## src/rtl/dual_pipe_stall_ctrl.sv

```systemverilog
`default_nettype none
// ============================================================================
//  Module   : dual_pipe_stall_ctrl
//  Purpose  : Buffers two pipeline tails in 2-entry lanes, merges them onto a
//             single round-robin output, and drives the global stall/flush.
//  Revision : 1.0 - initial release
// ============================================================================
module dual_pipe_stall_ctrl #(
    parameter int DATA_W = 32,
    parameter int CNT_W  = 16
) (
    input  logic              clk,
    input  logic              reset,
    input  logic              in_valid_1,
    input  logic [DATA_W-1:0] in_data_1,
    input  logic              in_valid_2,
    input  logic [DATA_W-1:0] in_data_2,
    input  logic              flush_req,
    input  logic              out_ready,
    output logic              out_valid,
    output logic [DATA_W-1:0] out_data,
    output logic              out_src,
    output logic              stall,
    output logic              flush,
    output logic [CNT_W-1:0]  stall_cycles
);

    localparam logic [CNT_W-1:0] c_CNT_MAX = '1;

    // Lane 0 is pipeline 1, lane 1 is pipeline 2; entry 0 is always the head.
    logic [1:0]        r_cnt [2];
    logic [DATA_W-1:0] r_mem [2][2];
    logic              r_last_grant;
    logic              r_flush;
    logic [CNT_W-1:0]  r_stall_cycles;

    logic [DATA_W-1:0] w_in_data [2];
    logic [1:0]        w_in_valid;
    logic [1:0]        w_elig;
    logic [1:0]        w_push;
    logic [1:0]        w_pop;
    logic              w_stall;
    logic              w_grant;
    logic              w_xfer;

    assign w_in_data[0] = in_data_1;
    assign w_in_data[1] = in_data_2;
    assign w_in_valid   = {in_valid_2, in_valid_1};

    assign w_elig[0] = (r_cnt[0] != 2'd0);
    assign w_elig[1] = (r_cnt[1] != 2'd0);
    assign w_stall   = (r_cnt[0] == 2'd2) | (r_cnt[1] == 2'd2);

    // On a tie the lane that did not win the last transfer gets the port.
    assign w_grant   = (w_elig[0] & w_elig[1]) ? ~r_last_grant : w_elig[1];
    assign out_valid = (|w_elig) & ~flush_req;
    assign w_xfer    = out_valid & out_ready;

    assign w_push = w_in_valid & {2{~w_stall & ~flush_req}};
    assign w_pop  = {w_xfer & w_grant, w_xfer & ~w_grant};

    assign out_data     = out_valid ? r_mem[w_grant][0] : '0;
    assign out_src      = out_valid & w_grant;
    assign stall        = w_stall;
    assign flush        = r_flush;
    assign stall_cycles = r_stall_cycles;

    always_ff @(posedge clk) begin
        for (int k = 0; k < 2; k++) begin
            if (!reset) begin
                r_cnt[k]    <= 2'd0;
                r_mem[k][0] <= '0;
                r_mem[k][1] <= '0;
            end else if (flush_req) begin
                r_cnt[k] <= 2'd0;
            end else begin
                case ({w_push[k], w_pop[k]})
                    2'b10: begin
                        r_mem[k][r_cnt[k][0]] <= w_in_data[k];
                        r_cnt[k]              <= r_cnt[k] + 2'd1;
                    end
                    2'b01: begin
                        r_mem[k][0] <= r_mem[k][1];
                        r_cnt[k]    <= r_cnt[k] - 2'd1;
                    end
                    2'b11: begin
                        // Push and pop together only happens with one entry held.
                        r_mem[k][0] <= w_in_data[k];
                    end
                    default: ;
                endcase
            end
        end
    end

    always_ff @(posedge clk) begin
        if (!reset) begin
            r_last_grant   <= 1'b1;
            r_flush        <= 1'b0;
            r_stall_cycles <= '0;
        end else begin
            r_flush <= flush_req;
            if (w_xfer) begin
                r_last_grant <= w_grant;
            end
            if (w_stall && (r_stall_cycles != c_CNT_MAX)) begin
                r_stall_cycles <= r_stall_cycles + 1'b1;
            end
        end
    end

endmodule
`default_nettype wire

```

## config.mk

```make
export PLATFORM = sky130hd
export DESIGN_NAME = dual_pipe_stall_ctrl
export DESIGN_NICKNAME = d
export VERILOG_FILES = /design/src/rtl/dual_pipe_stall_ctrl.sv
export SDC_FILE = /design/constraint.sdc
export NUM_CORES = 1
export LEC_CHECK = 0
export CAP_MARGIN = 20
export CORE_ASPECT_RATIO = 1.25
export CORE_MARGIN = 4
export CORE_UTILIZATION = 35
export CTS_CLUSTER_SIZE = 40
export DETAILED_ROUTE_END_ITERATION = 8
export PLACE_DENSITY_LB_ADDON = 0.08
export SLEW_MARGIN = 20
export SYNTH_ARGS = -nofsm -noshare
export SYNTH_HDL_FRONTEND = slang
export SYNTH_SLANG_ARGS = --single-unit
```

## constraint.sdc

```tcl
create_clock -name clk -period 9.3 [get_ports clk]
set_input_delay 1.86 -clock clk [delete_from_list [all_inputs] [get_ports clk]]
set_output_delay 1.86 -clock clk [all_outputs]
set_load 0.02 [all_outputs]
```

==> metrics.txt, run 1 <==
vias in the first global route=4,881; Peak VDD IR=roughly 0.12 mV; Nets=734; minimum clock period=5.75 ns; mean area per synthesized cell=between 10 and 15 um2; worst-path maximum fanout=33; clock network power share=40.2%; Starting Density=between 30% and 40%; Cells after Synth=about 550; capturing point of the worst reg2reg path=r_mem[0][49]; clock root buffer master=clkbuf_16; Die Wd=around 130 um; core area=0.0189 mm2; vias per std cell=5.26; DRT iter0 DRCs=244; RSZ-0062 raised after global routing=no; fmax=174 MHz; Post-Route Skew=0.0102 ns; Routed Antenna Nets=0; Worst-Skew Late Latency=around 0.42 ns; Mapped Area=slightly below 0.007 mm2; Hold Path Origin=stall_cycles[8]; Die Y-Extent=around 160 um; Top Ports=between 100 and 150; Sw Ratio=between 20% and 30%; Max Slew Vio Count=0; R2R setup slack=~5.5 ns; TritonCTS clock tree=built; cts hold-fix bufs=0; port bufs=around 120; Post-synth top flop=edfxtp_1; status=finished, final reports clean; Post-synth EDFFs=132; area grow syn2layout=29.6%; PwrDens=between 150 and 200 mW/mm2; grt ovf=0; Req. time, crit path=7.44 ns; Setup crit end kind=output port; switching power=444 uW; Syn. warnings=0; clock net sink count=150; total chip power=1.75 mW; post-CTS resize count=0; first-pass GRT wire length=approximately 27,000 um; WP data arrival=~3.9 ns; MaxCap Viol Count=0; share of the clock period used by the worst path=around three fifths; Final Hold Vio Count=0; Clock Pin Slew Worst Setup and Hold Paths=roughly 0.06 ns; Post-Route WL=17,900 um; slew margin rel.=a little under two fifths; Core Rows=56; Seq/Total Area, Yosys=approximately 64%; hold endpoint=stall_cycles[8]; clk buf depth=2; Syn Nets=between 600 and 700; pre-CTS WS=roughly 3.2 ns; Logic pwr share=between 10% and 20%; post-CTS setup buffers=0; Critical R2R Launch=r_cnt[1][0]; Inserted Diodes=0; Die Footprint=0.0217 mm2; distinct cell type count after synthesis=43; largest net degree at the start of global routing=34; Placed Area=roughly 0.0082 mm2; final worst setup slack=3.55 ns; First-pass DRT Iterations=4; Max H-tree Level=4; DR WL/cell=just under 20 um; fill cell total of the finished layout=1,748; Leak=approximately 3.2 nW; total negative setup slack=0 ns; Remaining DRCs=0; share of total power in sequential cells=roughly 46%; GPL Wtd Cong=between 0.8 and 0.9; Final Instance Area=0.00879 mm2; final design utilization=roughly 46%; antenna violations before repair=0; fraction of registers with async set/reset=0%; worst-margin pin slew=about 0.94 ns; total number of vias=about 4,800; final setup violation count=0; path depth of the worst reg2reg path=7; layout cell share with drive strength beyond 1=just under 9%; Power Internal=approximately 1.3 mW; CTS Buf Count=17; critical path type=input port to output port; FF+latch count, synth=150; Hold Path Cell Cnt=2; all-layer global routing usage=16.6%; worst hold path class=flop to flop; startpoint types=input port; HPWL after detailed placement=12,500 um
==> cell type report <==
class / count / area (um2) / area share, %
repair buffers: 132 / 1310 / 15.0
clock inverters: 12 / 153 / 1.74
clock buffers: 20 / 447 / 5.08
multi-input cells: 348 / 2220 / 25.3
inverters: 10 / 37.5 / 0.427
well taps: 232 / 290 / 3.30
flip-flops and latches: 150 / 4320 / 49.2
==> power by group through the flow <==
| stage | combinational (mW) | sequential (mW) | clock (mW) |
|---|---|---|---|
| global placement | 0.247 | 0.817 | 0 |
| finish | 0.247 | 0.802 | 0.705 |
| CTS | 0.252 | 0.803 | 0.720 |
| global route | 0.268 | 0.806 | 0.751 |
| detailed placement | 0.251 | 0.817 | 0 |
| floorplan | 0.131 | 0.812 | 0 |
==> sequential cells by signal, indices dropped and copies added, names as in the netlist <==
name and count:
r_mem 128, flush 1, r_cnt 4, stall_cycles 16, r_last_grant 1
==> worst max-delay path: stages <==
cell and delay, ns:
clkdlybuf4s50_1 0.50, inv_1 0.15, nand2_2 0.38, a21oi_1 0.34, clkdlybuf4s50_1 0.65
==> Yosys cell counts (3+ instances only) <==
library cell | instances | area (um2)
nand4_1 | 6 | 37.5
and2_1 | 65 | 407
nand2_1 | 83 | 312
inv_1 | 8 | 30.0
clkbuf_2 | 3 | 15.0
clkbuf_1 | 15 | 56.3
a21oi_1 | 46 | 230
or4_1 | 8 | 60.1
a22o_1 | 64 | 561
o211ai_1 | 3 | 22.5
nand3_1 | 5 | 25.0
buf_2 | 6 | 30.0
o21ai_0 | 8 | 40.0
nor2_1 | 7 | 26.3
o31ai_1 | 9 | 67.6
ha_1 | 5 | 62.6
buf_6 | 11 | 124
nand2b_1 | 4 | 25.0
edfxtp_1 | 132 | 3960
or3_1 | 6 | 37.5
dfxtp_1 | 18 | 360
and3_1 | 4 | 25.0
==> routing by layer <==
| layer | GRT usage, % | part of all wire [%] | wire length, um |
|---|---|---|---|
| met2 | 29.2 | 51 | 9180 |
| met1 | 19.0 | 41 | 7330 |
| met4 | 6.85 | 2.3 | 404 |
| met3 | 4.65 | 5.8 | 1040 |
| met5 | 0 | 0 | 0 |
==> stage by stage <==
step                cells  hold WS, ns
CTS                   904        0.517
finish                904        0.508
global route          904        0.533
detailed placement    872        0.507
global placement      871        0.478
floorplan             545        0.507
==> kinds of logic (layout without fill, tap and decap cells) <==
family,after synthesis,in the layout,synth area share [%]
buf+inv,47,174,4.10
xor+xnor,3,3,0.388
fa+ha+maj,5,5,0.923
simple gates,202,202,15.9
compound gates,136,136,14.6
flops,150,150,63.8
mux,2,2,0.295
==> placed cells by master, fill, tap and decap left out, types with 3 or more instances in the layout <==
| master | n |
|---|---|
| edfxtp_1 | 132 |
| a21oi_1 | 46 |
| o21ai_0 | 6 |
| or4_1 | 8 |
| inv_1 | 8 |
| and3_1 | 4 |
| nor2_1 | 6 |
| clkdlybuf4s50_1 | 121 |
| and2_1 | 65 |
| o211ai_1 | 3 |
| a22o_1 | 64 |
| o31ai_1 | 9 |
| nand4_1 | 6 |
| clkinvlp_4 | 4 |
| nand3_1 | 5 |
| dfxtp_1 | 18 |
| clkinv_2 | 3 |
| nand2_1 | 82 |
| buf_4 | 10 |
| ha_1 | 5 |
| or3_1 | 6 |
| bufinv_16 | 3 |
| clkbuf_16 | 17 |
| nand2b_1 | 4 |
==> worst max path at each step <==
stage | from | to | slack [ns]
2_1_floorplan | flush_req | r_mem[1][0] | 4.13
3_3_place_gp | flush_req | out_data[3] | 3.36
3_5_place_dp | flush_req | out_data[8] | 3.22
4_1_cts | flush_req | out_data[8] | 3.20
5_1_grt | flush_req | out_data[8] | 3.44
6_report | flush_req | out_data[8] | 3.55
Note: power is estimated with default switching activity, not from simulation.
==> inputs of run 2 (changes only) <==
==> constraint.sdc (replaced) <==
create_clock -name clk -period 5.8 [get_ports clk]
set_input_delay 1.16 -clock clk [delete_from_list [all_inputs] [get_ports clk]]
set_output_delay 1.16 -clock clk [all_outputs]
set_load 0.02 [all_outputs]
==> run 2 against run 1 <==
  * Combinational power up 61%
  * Core utilization unchanged
  * Final cell count up 0.11%
  * Largest cell class unchanged
  * Highest routed layer unchanged
==> metrics.txt, run 2 (synthesis results as in run 1) <==
status=finished, final reports clean; Final Hold Vio Count=0; total negative setup slack=0 ns; Largest register FFs=128; CTS Buf Count=17; Routed Antenna Nets=0; clk buf depth=2; Post-Route Skew=around 0.010 ns; critical path type=flop to output port; fill cell total of the finished layout=1,767; Most flops, register=r_mem; RSZ-0062 raised after global routing=no; Starting Density=a little over a third; Worst-Skew Late Latency=between 0.4 and 0.5 ns; first-pass GRT wire length=approximately 28,000 um; Placed Area=0.00819 mm2; TritonCTS clock tree=built; Top Ports=~120; Peak VDD IR=~0.19 mV; final setup violation count=0; post-CTS setup buffers=0; Inserted Diodes=0; clock root buffer master=clkbuf_16; DR WL/cell=between 15 and 20 um; HPWL after detailed placement=about 13,000 um; Clock Pin Slew Worst Setup and Hold Paths=about 0.060 ns; PwrDens=approximately 320 mW/mm2; core area=0.0189 mm2; worst-path maximum fanout=20; First-pass DRT Iterations=4; GPL Wtd Cong=0.907; antenna violations before repair=0; minimum clock period=4.55 ns; total chip power=between 2 and 3 mW; clock net sink count=150; post-CTS resize count=0; Die Y-Extent=164 um; Req. time, crit path=around 4.6 ns; slew margin rel.=between 40% and 50%; Core Rows=56; Die Wd=between 100 and 150 um; area grow syn2layout=29.6%; port bufs=between 100 and 150; most frequent cells in the layout=edfxtp_1, clkdlybuf4s50_1, nand2_1; total number of vias=4,753; grt ovf=0; cts hold-fix bufs=0; Leak=~3.2 nW; Remaining DRCs=0; DRT iter0 DRCs=230; Final Instance Area=0.00879 mm2; all-layer global routing usage=around 17%; fin cells=approximately 910; share of the clock period used by the worst path=roughly four fifths; largest net degree at the start of global routing=34; worst-margin pin slew=a little under 0.9 ns; startpoint types=flop; MaxCap Viol Count=0; Max H-tree Level=4; Post-Route WL=around 18,000 um; Nets=735; WP data arrival=approximately 3.4 ns; fmax=220 MHz; Max Slew Vio Count=0; vias in the first global route=slightly below 5,000; vias per std cell=5.25; Placed Cells incl. Taps=873; worst hold path class=flop to flop; Setup crit end kind=output port; Die Footprint=approximately 0.022 mm2; commonest non-fill, non-tap cell in the layout=edfxtp_1; layout cell share with drive strength beyond 1=under 10%
## run 2: cell types whose count changed in the layout (fill, tap and decap cells not counted)
cell        before  now
buf_4           10   11
clkbuf_1         2    3
clkbuf_8         1    0
clkinv_4         0    2
clkinvlp_4       4    2
## run 2: per-layer routing
metal | wire length, um | track usage, % | share of wire [%] | vias to the layer above
met2 | 9080 | 28.9 | 51 | 161
met3 | 956 | 4.10 | 5.4 | 23
met1 | 7360 | 19.7 | 41 | 2310
met5 | 0 | 0 | 0 | -
li1 | - | - | - | 2259
met4 | 456 | 6.99 | 2.6 | 0
## run 2: per-stage QoR
stage                     utilization [%]  hold slack, ns  setup WS, ns
after CTS                            46.4           0.521          1.07
final                                46.4           0.525          1.25
after global routing                 46.4           0.541         0.984
after detailed placement             43.3           0.511          1.09
after floorplan                         -           0.507          1.33
after global placement               43.1           0.481          1.25
## run 2: power by group
part | switching (mW) | internal [mW] | total [mW]
Sequential | 0.0294 | 1.26 | 1.29
Clock | 0.436 | 0.678 | 1.11
Combinational | 0.241 | 0.157 | 0.398
## run 2: critical path: stages (launching register included)
cell and delay [ns]:
edfxtp_1 0.45, inv_1 0.09, ha_1 0.29, nor2b_2 0.25, or2_1 0.56, buf_4 0.35
nand2_1 0.09, a21oi_1 0.21, clkdlybuf4s50_1 0.67
## run 2: path summary, 6_finish.rpt
check / cells past startpoint / slack, ns / to / from
setup / recovery: 8 / 1.25 / out_data[6] / r_cnt[0][0]
hold / removal: 2 / 0.52 / stall_cycles[14] / stall_cycles[14]
setup reg to reg: 8 / 2.19 / r_mem[0][34] / r_cnt[1][0]
hold reg to reg: 2 / 0.52 / stall_cycles[14] / stall_cycles[14]
## run 2: layout make-up
class                           count  area, um2  area share [%]
Clock buffer                       20        437            4.97
Tap cell                          232        290            3.30
Clock inverter                     12        155            1.77
Sequential cell                   150       4320            49.2
Timing Repair Buffer              133       1320            15.0
Multi-Input combinational cell    348       2220            25.3
Inverter                           10       37.5           0.427
==> inputs of run 3 (changes only) <==
==> constraint.sdc (replaced) <==
create_clock -name clk -period 4 [get_ports clk]
set_input_delay 0.8 -clock clk [delete_from_list [all_inputs] [get_ports clk]]
set_output_delay 0.8 -clock clk [all_outputs]
set_load 0.02 [all_outputs]
==> run 3 against run 2 <==
  * Die area is the same
  * Via count grew 0.21%
  * Clock power grew 44%
  * Sequential share of layout area shrank 0.24 points
  * Sequential power grew 45%
  * Global-route usage grew 0.074 points
  * First-iteration DRC count grew 32%
  * Register-to-register slack lost 0.75 ns
  * Critical path depth is the same
==> metrics.txt, run 3 (synthesis results as in run 1) <==
vias per std cell=approximately 5.2; crit-path cells=inv_1 > ha_1 > nor2b_2 > or2_4 > buf_4 > nand2_1 > a21oi_1 > clkdlybuf4s50_1; first-pass GRT wire length=about 28,000 um; total negative setup slack=0 ns; clock net sink count=150; Final Hold Vio Count=0; grt ovf=0; path depth of the worst reg2reg path=7; slew margin rel.=a little over 60%; clock root buffer master=clkbuf_16; Final Instance Area=slightly below 0.009 mm2; PwrDens=roughly 460 mW/mm2; Hold Path Cell Cnt=2; Multi-input gate area=between 0.002 and 0.0025 mm2; largest net degree at the start of global routing=33; status=finished, final reports clean; Die Wd=132 um; HPWL after detailed placement=about 13,000 um; layout cell share with drive strength beyond 1=about a tenth; cell family with most CP delay=buffers and inverters; commonest non-fill, non-tap cell in the layout=edfxtp_1; fill cell total of the finished layout=roughly 1,700; worst-path maximum fanout=17; worst-margin pin slew=between 0.5 and 0.6 ns; all-layer global routing usage=16.7%; Leak=about 3.2 nW; critical path type=flop to output port; Placed Area=about 0.008 mm2; Peak VDD IR=~0.27 mV; Req. time, crit path=about 3.2 ns; Clock Pin Slew Worst Setup and Hold Paths=0.06 ns; Starting Density=a little over a third; worst hold path class=flop to flop; DR WL/cell=roughly 19 um; Max H-tree Level=4; area grow syn2layout=30.3%; Post-Route WL=approximately 18,000 um; port bufs=between 100 and 150; First-pass DRT Iterations=5; CP peak stage delay=roughly 0.65 ns; CTS Buf Count=17; startpoint types=flop; Largest register FFs=about 130; Most flops, register=r_mem; Buf/Inv on CP=3; MaxCap Viol Count=0; clk buf depth=2; Core Rows=between 50 and 60; Die Y-Extent=approximately 160 um; Post-Route Skew=around 0.012 ns; final setup violation count=0; vias in the first global route=about 5,000; minimum clock period=3.70 ns; RSZ-0062 raised after global routing=no; antenna violations before repair=0; Nets=between 700 and 800; final design utilization=roughly 47%; Top Ports=between 100 and 150; Setup crit end kind=output port; Worst-Skew Late Latency=between 0.4 and 0.5 ns; share of the clock period used by the worst path=92.6%; total number of vias=~4,800; WP data arrival=between 2 and 3 ns; Register Area=roughly 0.0043 mm2; WP depth=8; TritonCTS clock tree=built; fmax=270 MHz; core area=0.0189 mm2; Max Slew Vio Count=0; cts hold-fix bufs=0; final worst setup slack=between 0.2 and 0.3 ns; GPL Wtd Cong=about 0.86; slowest CP cell=clkdlybuf4s50_1; most frequent cells in the layout=edfxtp_1, clkdlybuf4s50_1, nand2_1; pre-CTS WS=roughly 0.42 ns; Remaining DRCs=0; DRT iter0 DRCs=a little over 300; Inserted Diodes=0; Routed Antenna Nets=0; Die Footprint=0.0217 mm2
-- run 3: changes by cell type in the layout (fill, tap and decap cells not counted), moves of 3 or more --
| cell | previous run | this run |
|---|---|---|
| clkinv_2 | 3 | 0 |
| clkinv_1 | 0 | 4 |
| buf_4 | 11 | 17 |
| clkbuf_1 | 3 | 0 |
-- run 3: power by group --
group          total (mW)  leakage, nW  switching [mW]  internal (mW)
sequential           1.87         1.53          0.0502           1.82
combinational       0.575         1.37           0.334          0.241
clock                1.60        0.271           0.627          0.971
total                4.05         3.17            1.01           3.04
-- run 3: routing by layer --
metal / global-route usage (%) / vias to the layer above / wire, um
li1: - / 2267 / -
met1: 19.4 / 2314 / 7120
met2: 29.4 / 159 / 9250
met3: 4.07 / 23 / 894
met4: 7.04 / 0 / 444
met5: 0 / - / 0
-- run 3: worst paths after layout --
| check | to | from | slack, ns |
|---|---|---|---|
| worst max-delay path | out_data[23] | r_cnt[0][0] | 0.30 |
| worst min-delay path | stall_cycles[8] | stall_cycles[8] | 0.50 |
| worst max register to register | r_mem[1][50] | r_cnt[1][0] | 1.44 |
| worst min register to register | stall_cycles[8] | stall_cycles[8] | 0.50 |
-- run 3: metrics by stage --
stage / hold slack, ns / std cells / total power, mW
floorplan: 0.507 / 545 / 2.19
global placement: 0.479 / 880 / 2.49
detailed placement: 0.497 / 880 / 2.49
CTS: 0.507 / 911 / 4.09
global route: 0.548 / 911 / 4.22
finish: 0.501 / 911 / 4.05
-- run 3: repair_timing --
action / 4_1_cts / 5_1_grt
setup endpoints to repair: 6 / 3
buffers inserted: 0 / 0
gates resized for setup: 1 / 1
-- run 3: tightest hold or removal path, cell delays in order (launching register included) --
cell	delay, ns
dfxtp_1	0.33
o31ai_1	0.07
a21oi_1	0.06
-- run 3: final cells by class --
type	instances	share of cell area, %
Multi-Input combinational cell	348	25.1
Inverter	10	0.425
Clock inverter	14	1.83
Sequential cell	150	49.0
Timing Repair Buffer	140	15.6
Tap cell	232	3.29
Clock buffer	17	4.82
